`src/rtl/counter_pkg.sv`:
```
// Shared constants for the up/down modulo counter: direction encoding and
// default parameter values.
package counter_pkg;
  localparam logic            DIR_UP       = 1'b1;
  localparam logic            DIR_DN       = 1'b0;
  localparam int              DEF_WIDTH    = 4;
  localparam longint unsigned DEF_MOD      = 10;
  localparam int              DEF_PRESCALE = 1;
endpackage

```
`src/rtl/tick_prescaler.sv`:
```
// Enable-gated prescaler: tick is high on every PRESCALE-th enabled cycle.
// The phase holds while en=0 and restarts on rst or clr.
module tick_prescaler #(
  parameter int PRESCALE = counter_pkg::DEF_PRESCALE
) (
  input  logic clk,
  input  logic rst,
  input  logic en,
  input  logic clr,
  output logic tick
);
  localparam int            PW   = (PRESCALE > 1) ? $clog2(PRESCALE) : 1;
  localparam logic [PW-1:0] LAST = PW'(PRESCALE - 1);

  logic [PW-1:0] ph_q, ph_d;

  assign tick = en && (ph_q == LAST);

  always_comb begin
    ph_d = ph_q;
    if (clr)       ph_d = '0;
    else if (tick) ph_d = '0;
    else if (en)   ph_d = ph_q + PW'(1);
  end

  always_ff @(posedge clk) begin
    if (rst) ph_q <= '0;
    else     ph_q <= ph_d;
  end
endmodule

```
`src/rtl/updown_mod_counter.sv`:
```
// Up/down modulo-MOD counter with prescaled steps, load, tc pulse and sticky
// wrapped flag. Define COUNTER_SATURATE_EN to saturate instead of wrapping.
module updown_mod_counter
  import counter_pkg::*;
#(
  parameter int              WIDTH    = DEF_WIDTH,
  parameter longint unsigned MOD      = DEF_MOD,
  parameter int              PRESCALE = DEF_PRESCALE
) (
  input  logic             clk,
  input  logic             rst,
  input  logic             en,
  input  logic             up_dn,
  input  logic             load,
  input  logic [WIDTH-1:0] load_val,
  output logic [WIDTH-1:0] count,
  output logic             tc,
  output logic             wrapped
);
  localparam logic [WIDTH-1:0] MAXV = WIDTH'(MOD - 1);

  logic [WIDTH-1:0] count_q, count_d;
  logic             tc_q, tc_d;
  logic             wrapped_q, wrapped_d;
  logic             tick;

  tick_prescaler #(.PRESCALE(PRESCALE)) u_presc (
    .clk  (clk),
    .rst  (rst),
    .en   (en),
    .clr  (load),
    .tick (tick)
  );

  always_comb begin
    count_d   = count_q;
    tc_d      = 1'b0;
    wrapped_d = wrapped_q;
    if (load) begin
      // Out-of-range loads clamp to the top of the range.
      count_d   = (64'(load_val) >= MOD) ? MAXV : load_val;
      wrapped_d = 1'b0;
    end else if (tick) begin
      if (up_dn == DIR_UP) begin
        if (count_q == MAXV) begin
          tc_d      = 1'b1;
          wrapped_d = 1'b1;
`ifdef COUNTER_SATURATE_EN
          count_d   = count_q;
`else
          count_d   = '0;
`endif
        end else begin
          count_d = count_q + WIDTH'(1);
        end
      end else begin
        if (count_q == '0) begin
          tc_d      = 1'b1;
          wrapped_d = 1'b1;
`ifdef COUNTER_SATURATE_EN
          count_d   = count_q;
`else
          count_d   = MAXV;
`endif
        end else begin
          count_d = count_q - WIDTH'(1);
        end
      end
    end
  end

  always_ff @(posedge clk) begin
    if (rst) begin
      count_q   <= '0;
      tc_q      <= 1'b0;
      wrapped_q <= 1'b0;
    end else begin
      count_q   <= count_d;
      tc_q      <= tc_d;
      wrapped_q <= wrapped_d;
    end
  end

  assign count   = count_q;
  assign tc      = tc_q;
  assign wrapped = wrapped_q;
endmodule

```
`config.mk`:
```
export PLATFORM = sky130hd
export DESIGN_NAME = updown_mod_counter
export DESIGN_NICKNAME = d
export VERILOG_FILES = /design/src/rtl/counter_pkg.sv /design/src/rtl/tick_prescaler.sv /design/src/rtl/updown_mod_counter.sv
export SDC_FILE = /design/constraint.sdc
export NUM_CORES = 1
export LEC_CHECK = 0
export ABC_AREA = 1
export CORE_AREA = 2 2 39 41
export CTS_BUF_LIST = sky130_fd_sc_hd__clkbuf_16
export CTS_CLUSTER_SIZE = 25
export DETAILED_ROUTE_END_ITERATION = 8
export DIE_AREA = 0 0 41 43
export GPL_TIMING_DRIVEN = 0
export HOLD_SLACK_MARGIN = 0.12
export SKIP_LAST_GASP = 1
export SYNTH_ARGS = -nofsm -noshare
export SYNTH_HDL_FRONTEND = slang
export SYNTH_SLANG_ARGS = --single-unit
```
`constraint.sdc`:
```
create_clock -name clk -period 1.2 [get_ports clk]
set_clock_uncertainty 0.05 [all_clocks]
set_input_delay 0.24 -clock clk [delete_from_list [all_inputs] [get_ports clk]]
set_output_delay 0.24 -clock clk [all_outputs]
set_load 0.02 [all_outputs]
```
==> summary by stage, run 1 <==
Logic synthesis
The number of different library cells in the post-synthesis netlist is 18. In the synthesized netlist, the cells that appear most often are 25 x sky130_fd_sc_hd__nand2_1, 11 x sky130_fd_sc_hd__inv_1, 7 x sky130_fd_sc_hd__dfxtp_1, 7 x sky130_fd_sc_hd__nand3_1, 7 x sky130_fd_sc_hd__nor2_1. The library cell with the largest summed area after synthesis is sky130_fd_sc_hd__dfxtp_1.

After synthesis, the share of flip-flops with an asynchronous set or reset is 0. The main flop type after synthesis is sky130_fd_sc_hd__dfxtp_1. The post-synthesis instance area is 480.5 um2. In the post-synthesis netlist, the cell with the most instances is sky130_fd_sc_hd__nand2_1.

The number of enable-type register cells in the synthesized netlist is 0. The Yosys step of the flow raised 0 warnings. The post-synthesis sequential area ratio is 0.2917. Dividing the synthesized area by the synthesized cell count gives roughly 6.0 um2. The number of nets produced by synthesis is 89. Ranked by total cell area, the synthesized netlist is headed by sky130_fd_sc_hd__dfxtp_1 29%, sky130_fd_sc_hd__nand2_1 20%, sky130_fd_sc_hd__inv_1 8.6%, sky130_fd_sc_hd__nand3_1 7.3%, sky130_fd_sc_hd__nor2_1 5.5%. The share of synthesized area in the top cell type comes to 0.2917. Counting flops and latches in the post-synthesis netlist gives 7. Synthesis produced a netlist whose cell count is 80.

Timing
The final critical-path required period is about 1200 ps. Setup violations remaining at the end of the flow were counted as 0. The max-slew violation count came to 0. In the final timing run, aggregate negative setup slack is 0 ps. The share of the clock period used by the worst path is 0.9773. At the pin with the least slew margin, the transition time is 243.8 ps. Setup repair after global routing could not meet its margin everywhere.

The worst slack on hold paths is 184.8 ps. Static timing analysis puts the maximum clock frequency at 852.7 MHz. The tightest slew margin relative to the limit is 0.8375. The number of hold violations in the final report is 0.

Run status
The flow ran to the end, and the final reports show no timing, DRC or antenna violations.

Worst setup path
In this run the worst path has a maximum fanout of 2. The largest delay contributor family on the critical path is buffers and inverters. The signal on the critical path passes through dlygate4sd2_1. For the worst setup path, the data required time is approximately 910 ps. The worst setup path is of the flop to primary output kind.

The endpoint type of the worst setup path is a primary output. The data arrival time at the worst-slack endpoint is 880 ps. The largest stage delay on the critical path is 330 ps. Counting both buffers and inverters, the worst setup path holds a total of 1. STA classifies the critical path startpoint as a flop. On the critical path, the stage with the largest delay is an instance of sky130_fd_sc_hd__dlygate4sd2_1.

Final layout
The share of final-layout standard cells stronger than drive strength 1 is 0.2222. The net total in the final layout is around 110. The cell area after layout is roughly 730 um2. The antenna diode count is 0.

The final design utilization is 0.5280. The synthesis-to-layout area growth is 52.08%.

Worst hold path
The path type of the worst min-delay path is primary input to flop.

Route
Before antenna repair, the detailed router went through 4 iterations. The top routing layer in use is met4. The number of design rule violations left after detail routing is 0.

The length of routed met2 wiring is about 460 um. The detailed-routing wirelength on met1 is 510 um. The routed layout has 536 vias. The first routing iteration left 9 violations. The length of routed met3 wiring is 76 um.

The detail route stage leaves a number of antenna-violating nets equal to 0. After detailed routing, the average wire length per cell comes to 9.270 um. The aggregate routed wire length is 1066 um. The number of vias per cell is approximately 4.7.

Floorplan
The standard cell core area is 1384 um2. The number of ports placed on the die boundary is 15. The die covers 1763 um2.

The number of cell rows is 14. The overall die height is 43 um. The horizontal extent of the die is around 41 um. For this configuration, the core starts out at a cell density of 0.3472.

Placed design
The last weighted congestion value of the routability-driven placer is 0.7364. The number of buffers inserted by port buffering is 14. After detailed placement, the total cell area comes to 640.6 um2. Once detailed placement completed, the half-perimeter wirelength came to 816.4 um.

Global routing
The first global-routing pass estimated 1807 um of wire. Entering global routing, the biggest net connects 9 pins. The initial antenna violation count is 0. The number of global-route vias before repair is 453. Summed over all layers, the global routing overflow is 0. The total routing resource utilization after global routing is 0.1521.

Clocking
The number of CTS-inserted buffers is 3. In this run, post-CTS hold repair placed 0 buffers. In this run the number of H-tree levels came out at 1. The clock tree root driver cell is sky130_fd_sc_hd__clkbuf_16.

The clock transition at the register clock pins on the worst setup and hold paths after CTS is 30 ps. The clock latency of the later-clocked register in the worst-skew pair is 230 ps. TritonCTS built the clock tree.

The maximum clock insertion buffer count is 2. The number of clock sinks is 7.

Power
The static leakage power is 0.3704 nW. Overall power consumption after layout is estimated at 0.001021 W. The largest vdd supply drop is 854.1 uV. For this design the ratio of total power to cell area is 1397 nW/um2.

Run
Max-cap violations in this run came to 0.
[layer usage]
layer | up-vias | GRT usage
li1 | 291 | -
met1 | 222 | 0.2110
met2 | 19 | 0.1938
met3 | 4 | 0.01571
met4 | 0 | 0.1400
met5 | - | 0
[power breakdown]
group          leakage [nW]  switching (W)  internal, W
logic                 0.270       0.000111    0.0000855
registers            0.0581      0.0000180     0.000249
clock network        0.0423       0.000125     0.000433
total                 0.370       0.000254     0.000767
[repair_timing]
item                       4_1_cts  5_1_grt
resized for setup               14       10
setup endpoints to repair        9        9
buffers inserted                 0        1
pin swaps                        0        2
[stage by stage]
step	setup WS, ps	std cells
after floorplan	31.44	80
after global placement	-315.6	110
after detailed placement	-292.0	110
after CTS	-178.4	114
after global routing	-4.743	115
final	27.30	115
[state kept, by name, indices dropped and copies added, names as in the netlist]
signal,flops
tc,1
count,4
u_presc.ph_q,1
wrapped,1
[logic make-up after synthesis]
logic type	Yosys count	synth area share
and+or+nand+nor	50	0.4740
buffers and inverters	14	0.1250
AOI/OAI and AO/OA	9	0.1094
DFF	7	0.2917
[cell type report]
cell class,count,area (um2)
clock inverters,1,3.754
well taps,16,20.02
flip-flops and latches,7,142.6
repair buffers,15,131.4
multi-input cells,59,297.8
inverters,13,48.80
clock buffers,3,75.07
plain buffers,1,11.26
fillers,151,653.1
[layout by cell type, fill, tap and decap left out, drive strengths merged]
| cell | n |
|---|---|
| nand2 | 26 |
| inv | 14 |
| nor2 | 9 |
| nand3 | 8 |
| dfxtp | 7 |
| clkdlybuf4s50 | 6 |
| o21ai | 6 |
| nor3 | 4 |
| clkbuf | 4 |
| buf | 4 |
| dlygate4sd2 | 3 |
| a21oi | 3 |
| nand4 | 2 |
| nand3b | 1 |
| dlymetal6s2s | 1 |
| clkdlybuf4s15 | 1 |
[final timing paths]
path                start            to  slack, ps  cells after the start
max               wrapped       wrapped         30                      1
min                    en  u_presc.ph_q        180                      2
max reg2reg      count[2]      count[3]        100                      8
min reg2reg  u_presc.ph_q  u_presc.ph_q        410                      2
[worst register-to-register path, delay by kind of cell (launching register included)]
kind,cells,cell delay (ps)
and+or+nand+nor,6,460
DFF,1,340
buffers and inverters,2,140
Note: power is estimated with default switching activity, not from simulation.
==> run 2: changes to the inputs <==
Settings changed: PLACE_DENSITY_LB_ADDON from default to 0.3.
Clock period 1.2 ns to 1.4 ns, I/O delays scaled along.
==> summary by stage, run 2 (synthesis results as in run 1) <==
Worst setup path
In this run the worst setup path begins at count[1]. The required time at the worst-slack endpoint is 1070 ps. The kind of cell with the highest combined delay along the critical path is flip-flops.

The buffer and inverter count on the worst path is 1. The largest single stage delay on the critical path is ~400 ps. The slowest stage of the critical path is the sky130_fd_sc_hd__dfxtp_2 cell. For the worst setup path, the data arrival time is 990 ps.

Along the worst path, the maximum fanout reaches 7. The critical path goes through dlygate4sd2_1. The setup check on the worst reg-to-reg path leaves a slack of 270 ps. STA classifies the critical path startpoint as a flop. The startpoint of the worst-slack reg-to-reg timing path is count[2]. The capture instance of the worst register-to-register path is count[3]. In this run the number of cells on the critical path is 1. For the worst flop-to-flop path, the logic depth is 8.

The category of the most critical setup path is flop to primary output. In this run the worst setup path terminates at count[1]. The endpoint type of the worst setup path is a primary output.

Power
The net load switching power is ~0.00021 W. The internal power component is roughly 0.00066 W. Across the VDD grid, the largest voltage drop is 1120 uV.

The power share of the clock group is 0.551. The combinational fraction of design power is 0.188. The register share of total power is 0.261. The static leakage power is 0.3618 nW. In this run the power density over the cells is 1215 nW/um2. Of the total power, the share spent switching nets is 0.2465.

Run
Across the run, the number of max-cap violations was 0.

Timing
Setup repair after global routing left no endpoint under its margin. The number of setup violations in the final report is 0. Dividing the final minimum period by the clock period gives 0.9402. For the pin with the worst max-slew slack, the measured transition is approximately 210 ps. In this run the tightest slew margin relative to its limit is 0.8563. Static timing analysis puts the maximum clock frequency at 759.7 MHz. The max-slew violation count was 0.

The setup slack after layout is 83.72 ps. The number of hold violations in the final report is 0. The final critical-path required period is 1316 ps. The final total negative setup slack is 0 ps.

Placed design
The wire-length estimate of the detail-placed layout is 863.5 um. The count of buffers added on input and output ports is 14. Routability-driven placement finished with a final weighted congestion of 0.7643. Timing analysis after detailed placement gives a worst setup slack of -131.8 ps.

Clocking
The maximum clock insertion buffer count is 2. The clock latency of the later-clocked register in the worst-skew pair is about 230 ps. In this run the post-CTS setup repair buffer count came out at 0.

In this run the number of H-tree levels came out at 1. The number of clock sinks is 7. The number of CTS-inserted buffers is 3. TritonCTS built the clock tree.

The clock transition at the register clock pins on the worst setup and hold paths after CTS is 40 ps. The clock tree root driver cell is sky130_fd_sc_hd__clkbuf_16.

Floorplan
The horizontal extent of the die is 41 um. The overall die height is 43 um. The number of ports placed on the die boundary is 15. The die outline area is 1763 um2.

The number of cell rows is 14. The effective utilization at floorplan is 0.3472. The standard cell core area is about 1400 um2.

Run status
The run finished with clean final reports.

Route
For this block, wires on met1 add up to 532 um. Summed over all layers, the routed wires come to 1093 um. The length of routed met3 wiring is 31 um.

Signal routing reaches up to met4. The number of detailed-route iterations in the first pass is 3. For this run, design rule violations remaining after detail routing come to 0. The per-cell routed wire length is roughly 9.6 um. The residual antenna-violating net count after detailed routing is 0. Wire segments on met2 add up to 504 um in the final route. The first routing iteration left 8 violations. The number of vias per cell is between 4 and 5. The final route contains 529 vias.

Final layout
The commonest non-fill, non-tap cell in the layout is sky130_fd_sc_hd__nand2_1. The layout has 146 filler cells. The flip-flop count of the largest register, all copies and words added is 4.

0 antenna diodes ended up in the layout. In the layout the commonest cells are 25 x sky130_fd_sc_hd__nand2_1, 12 x sky130_fd_sc_hd__inv_1, 8 x sky130_fd_sc_hd__clkdlybuf4s50_1. The final layout contains around 110 nets.

In the final layout, the share of cells above drive strength 1 is 0.1633. The synthesis-to-layout area growth is 49.22%.

Global routing
The number of global-route vias before repair was 444. The initial antenna violation count came to 0. Global routing finished with a remaining overflow of 0. The pin count of the biggest net entering global routing is 9. Across every metal layer, demand over resource in global routing totals 0.1514.

The wire length of the first global-routing pass is 1780 um.

Worst hold path
The path type of the worst min-delay path is flop to flop.
## run 2: per-stage QoR
step | instances | instance area [um2] | total power, W | hold slack, ps | utilization
5_1_grt | 114 | 716.9 | 0.0009118 | 443.0 | 0.5181
4_1_cts | 114 | 711.9 | 0.0008799 | 402.2 | 0.5145
6_report | 114 | 716.9 | 0.0008708 | 398.2 | 0.5181
3_3_place_gp | 110 | 640.6 | 0.0003990 | 381.5 | 0.4629
3_5_place_dp | 110 | 640.6 | 0.0004011 | 396.0 | 0.4629
2_1_floorplan | 80 | 480.5 | 0.0003336 | 292.4 | -
## run 2: worst min-delay path by stage
stage	depth (start not counted)	slack, ps	to	start
5_1_grt	2	440	u_presc.ph_q	u_presc.ph_q
4_1_cts	2	400	u_presc.ph_q	u_presc.ph_q
2_1_floorplan	1	290	count[2]	rst
6_report	2	400	u_presc.ph_q	u_presc.ph_q
3_3_place_gp	2	380	u_presc.ph_q	u_presc.ph_q
3_5_place_dp	2	400	u_presc.ph_q	u_presc.ph_q
## run 2: what timing repair did
item	CTS	global route
hold buffers	0	0
resized for setup	6	3
endpoints found under the hold margin	0	0
setup endpoints to repair	6	3
## run 2: layout make-up
type | count | area (um2) | share of cell area
multi-input cells | 59 | 282.8 | 0.3944
well taps | 16 | 20.02 | 0.02792
flip-flops and latches | 7 | 142.6 | 0.1990
clock buffers | 3 | 75.07 | 0.1047
plain buffers | 1 | 11.26 | 0.01571
inverters | 13 | 48.80 | 0.06806
clock inverters | 1 | 3.754 | 0.005236
repair buffers | 14 | 132.6 | 0.1850
## run 2: power by group through the flow
stage          sequential (W)  clock (W)  combinational, W
2_1_floorplan        0.000241          0         0.0000926
3_3_place_gp         0.000230          0          0.000169
3_5_place_dp         0.000230          0          0.000171
4_1_cts              0.000226   0.000489          0.000165
5_1_grt              0.000230   0.000498          0.000184
6_report             0.000227   0.000480          0.000164
## run 2: routing by layer
metal,GRT usage,up-vias
met5,0,-
met4,0.1000,0
met3,0.03141,2
met2,0.2125,13
met1,0.1993,221
li1,-,293
==> run 3: changes to the inputs <==
Settings changed: CELL_PAD_IN_SITES_DETAIL_PLACEMENT from default to 0, CELL_PAD_IN_SITES_GLOBAL_PLACEMENT from default to 1, CORE_AREA 2 2 39 41 to default, CORE_UTILIZATION from default to 31, DIE_AREA 0 0 41 43 to default.
==> summary by stage, run 3 (synthesis results as in run 1) <==
Run status
The flow ran to the end, and the final reports show no timing, DRC or antenna violations.

Power
The static leakage power is between 0.3 and 0.4 nW. The ratio of total power to cell area is 1218 nW/um2. The worst-case IR drop observed on VDD is 745.0 uV. Total power for the finished layout comes to 0.0008656 W.

Global routing
The number of global-route vias before repair is 430. The first global-routing pass estimated 1807 um of wire. The pin count of the biggest net entering global routing is 9. The total routing resource utilization after global routing is 0.1672. The remaining global-route overflow is 0. The initial antenna violation count came to 0.

Route
After detailed routing, the total wire length is ~1100 um. The routed layout has 532 vias. The detailed router put a total of between 500 and 600 um of wire on met1. After detailed routing, the met2 layer carries 463 um of wire.

The highest metal layer carrying signal wires in the routed design is met4. The number of detailed-route iterations in the first pass is 4. In the routed layout, each cell is associated on average with a via count of about 4.7. The length of routed met3 wiring is 39 um. For this block, the initial DRC count from the detailed router was 18. In the final routed layout, each cell accounts on average for 9.372 um. The number of design rule violations left after detail routing is 0. The residual antenna-violating net count after detailed routing is 0.

Timing
Setup violations remaining at the end of the flow were counted as 0. The max-slew violation count is 0. The number of hold violations in the final report is 0. For the finished layout, the period the worst path requires is 1302 ps.

The share of the clock period used by the worst path is 0.9302. Setup repair after global routing left no endpoint under its margin. Headroom to the max-slew limit came out at 0.8100. For the pin with the worst max-slew slack, the measured transition is 284.6 ps.

For this run, the top clock speed supported by timing is 767.9 MHz.

Worst setup path
The largest fanout on the critical path is 5. Data on the critical path is required at its endpoint by 1070 ps. The critical path goes through dlygate4sd2_1. STA classifies the critical path endpoint as a primary output. Measured in cells, the most critical reg-to-reg path has a length of 7. The category of the most critical setup path is flop to primary output. Counting both buffers and inverters, the worst setup path holds a total of 1. The cell with the largest stage delay on the worst path is sky130_fd_sc_hd__dfxtp_1. For the worst setup path, the data arrival time is 970 ps. In this design, the stage delay of the slowest critical-path cell is 390 ps. The capture instance of the worst register-to-register path is count[3]. The kind of cell with the highest combined delay along the critical path is flip-flops.

The startpoint of the worst-slack reg-to-reg timing path is count[3]. For flop-to-flop paths, the worst setup slack is 240 ps. The nature of the critical path startpoint is a flop.

Clocking
After clock tree synthesis, the clock-pin slew on the worst setup and hold paths is 40 ps. Clock tree synthesis inserted a total of 3 buffers. The clock latency of the later-clocked register in the worst-skew pair is 230 ps. TritonCTS built the clock tree. The number of setup buffers added after CTS is 0. The number of levels the H-tree was split into is 1. The hold buffer count at CTS is 0. The tree is rooted in a sky130_fd_sc_hd__clkbuf_16. The number of clock sinks is 7. The maximum clock insertion buffer count is 2.

Final layout
The commonest non-fill, non-tap cell in the layout is sky130_fd_sc_hd__nand2_1. From synthesis to final layout, the design area changed by 47.92%. Of the cells placed in the final design, the portion with a size suffix greater than 1 is 0.1633. After routing the design area is just over 700 um2.

For this run, the post-layout net count is 108. The flip-flop count of the largest register, all copies and words added is 4. The library cells used most frequently in the layout, excluding fill and tap cells, are 25 x sky130_fd_sc_hd__nand2_1, 12 x sky130_fd_sc_hd__inv_1, 8 x sky130_fd_sc_hd__clkdlybuf4s50_1. The repair_antennas step left the layout with diodes totalling 0.

Placed design
Routability-driven placement finished with a final weighted congestion of about 0.82. After detailed placement, the total cell area comes to 639.4 um2. Buffers placed on the I/O ports in this run total 14. Summed over all nets, the half-perimeter wirelength after detailed placement is 837.2 um.

Floorplan
The overall die height is a little over 40 um. The floorplan step defined a die boundary enclosing 1711 um2. The standard cell core area is 1366 um2. The number of cell rows is 13. The initial utilization of the core area, before any placement, comes to 0.3516. The number of ports placed on the die boundary is 15. The floorplan step set the die width to slightly above 40 um.

Worst hold path
The worst hold path was traced through 2 stages. For hold timing, the worst endpoint is u_presc.ph_q. The path type of the worst min-delay path is flop to flop. The startpoint identified for the worst hold timing path is u_presc.ph_q.

Run
The tool flagged a number of max-cap violations equal to 0.
-- run 3: changes by cell type in the layout (fill, tap and decap cells not counted) --
cell | previous run | this run
sky130_fd_sc_hd__dfxtp_2 | 2 | 1
sky130_fd_sc_hd__dfxtp_1 | 5 | 6
sky130_fd_sc_hd__clkbuf_2 | 0 | 1
sky130_fd_sc_hd__dlygate4sd2_1 | 6 | 5
-- run 3: worst max path at each step --
stage              from       end  cells past startpoint  slack (ps)
3_5_place_dp         en  count[3]                      7        -140
5_1_grt            load  count[1]                      7          30
2_1_floorplan  count[0]  count[3]                      8         230
4_1_cts        count[1]  count[1]                      1          -9
3_3_place_gp         en  count[3]                      7        -160
6_report       count[2]  count[2]                      1         100
-- run 3: power breakdown --
group	internal (W)	leakage, nW	total, W	switching [W]
clock network	0.000371	0.0423	0.000475	0.000104
logic	0.0000709	0.259	0.000163	0.0000922
registers	0.000212	0.0578	0.000227	0.0000150
total	0.000654	0.359	0.000866	0.000211
-- run 3: area by class of cell --
cell class,count,area [um2]
Timing Repair Buffer,14,128.9
Clock inverter,1,3.754
Inverter,13,48.80
Buffer,1,11.26
Multi-Input combinational cell,59,282.8
Fill cell,150,655.6
Clock buffer,3,75.07
Sequential cell,7,141.4
Tap cell,15,18.77
-- run 3: worst reg2reg max path: stages (launching register included) --
cell and delay [ps]:
sky130_fd_sc_hd__dfxtp_1 470, sky130_fd_sc_hd__nand2_1 140, sky130_fd_sc_hd__nor2_1 150, sky130_fd_sc_hd__nor2_2 40, sky130_fd_sc_hd__nand2_1 50, sky130_fd_sc_hd__nand3_1 70, sky130_fd_sc_hd__nand2_1 60, sky130_fd_sc_hd__inv_1 30
-- run 3: repair_timing --
item                                   CTS  global route
pin swaps                                0             0
endpoints found under the hold margin    0             0
gates resized for setup                  6             4
setup endpoints to repair                6             5
-- run 3: per-stage QoR --
stage	util	TNS [ps]	hold WS (ps)	setup slack (ps)	cells
finish	0.5201	0	392.7	97.72	113
global route	0.5201	0	431.9	29.86	113
CTS	0.5201	-8.732	396.5	-8.732	113
detailed placement	0.4679	-584.3	391.5	-142.2	109
global placement	0.4679	-657.0	382.2	-155.3	109
floorplan	-	0	292.4	231.4	80
-- run 3: routing by layer --
metal  global-route usage  vias to the layer above
li1                     -                      293
met2               0.2266                       11
met4              0.07258                        0
met1               0.2315                      226
met3              0.06383                        2
met5                    0                        -
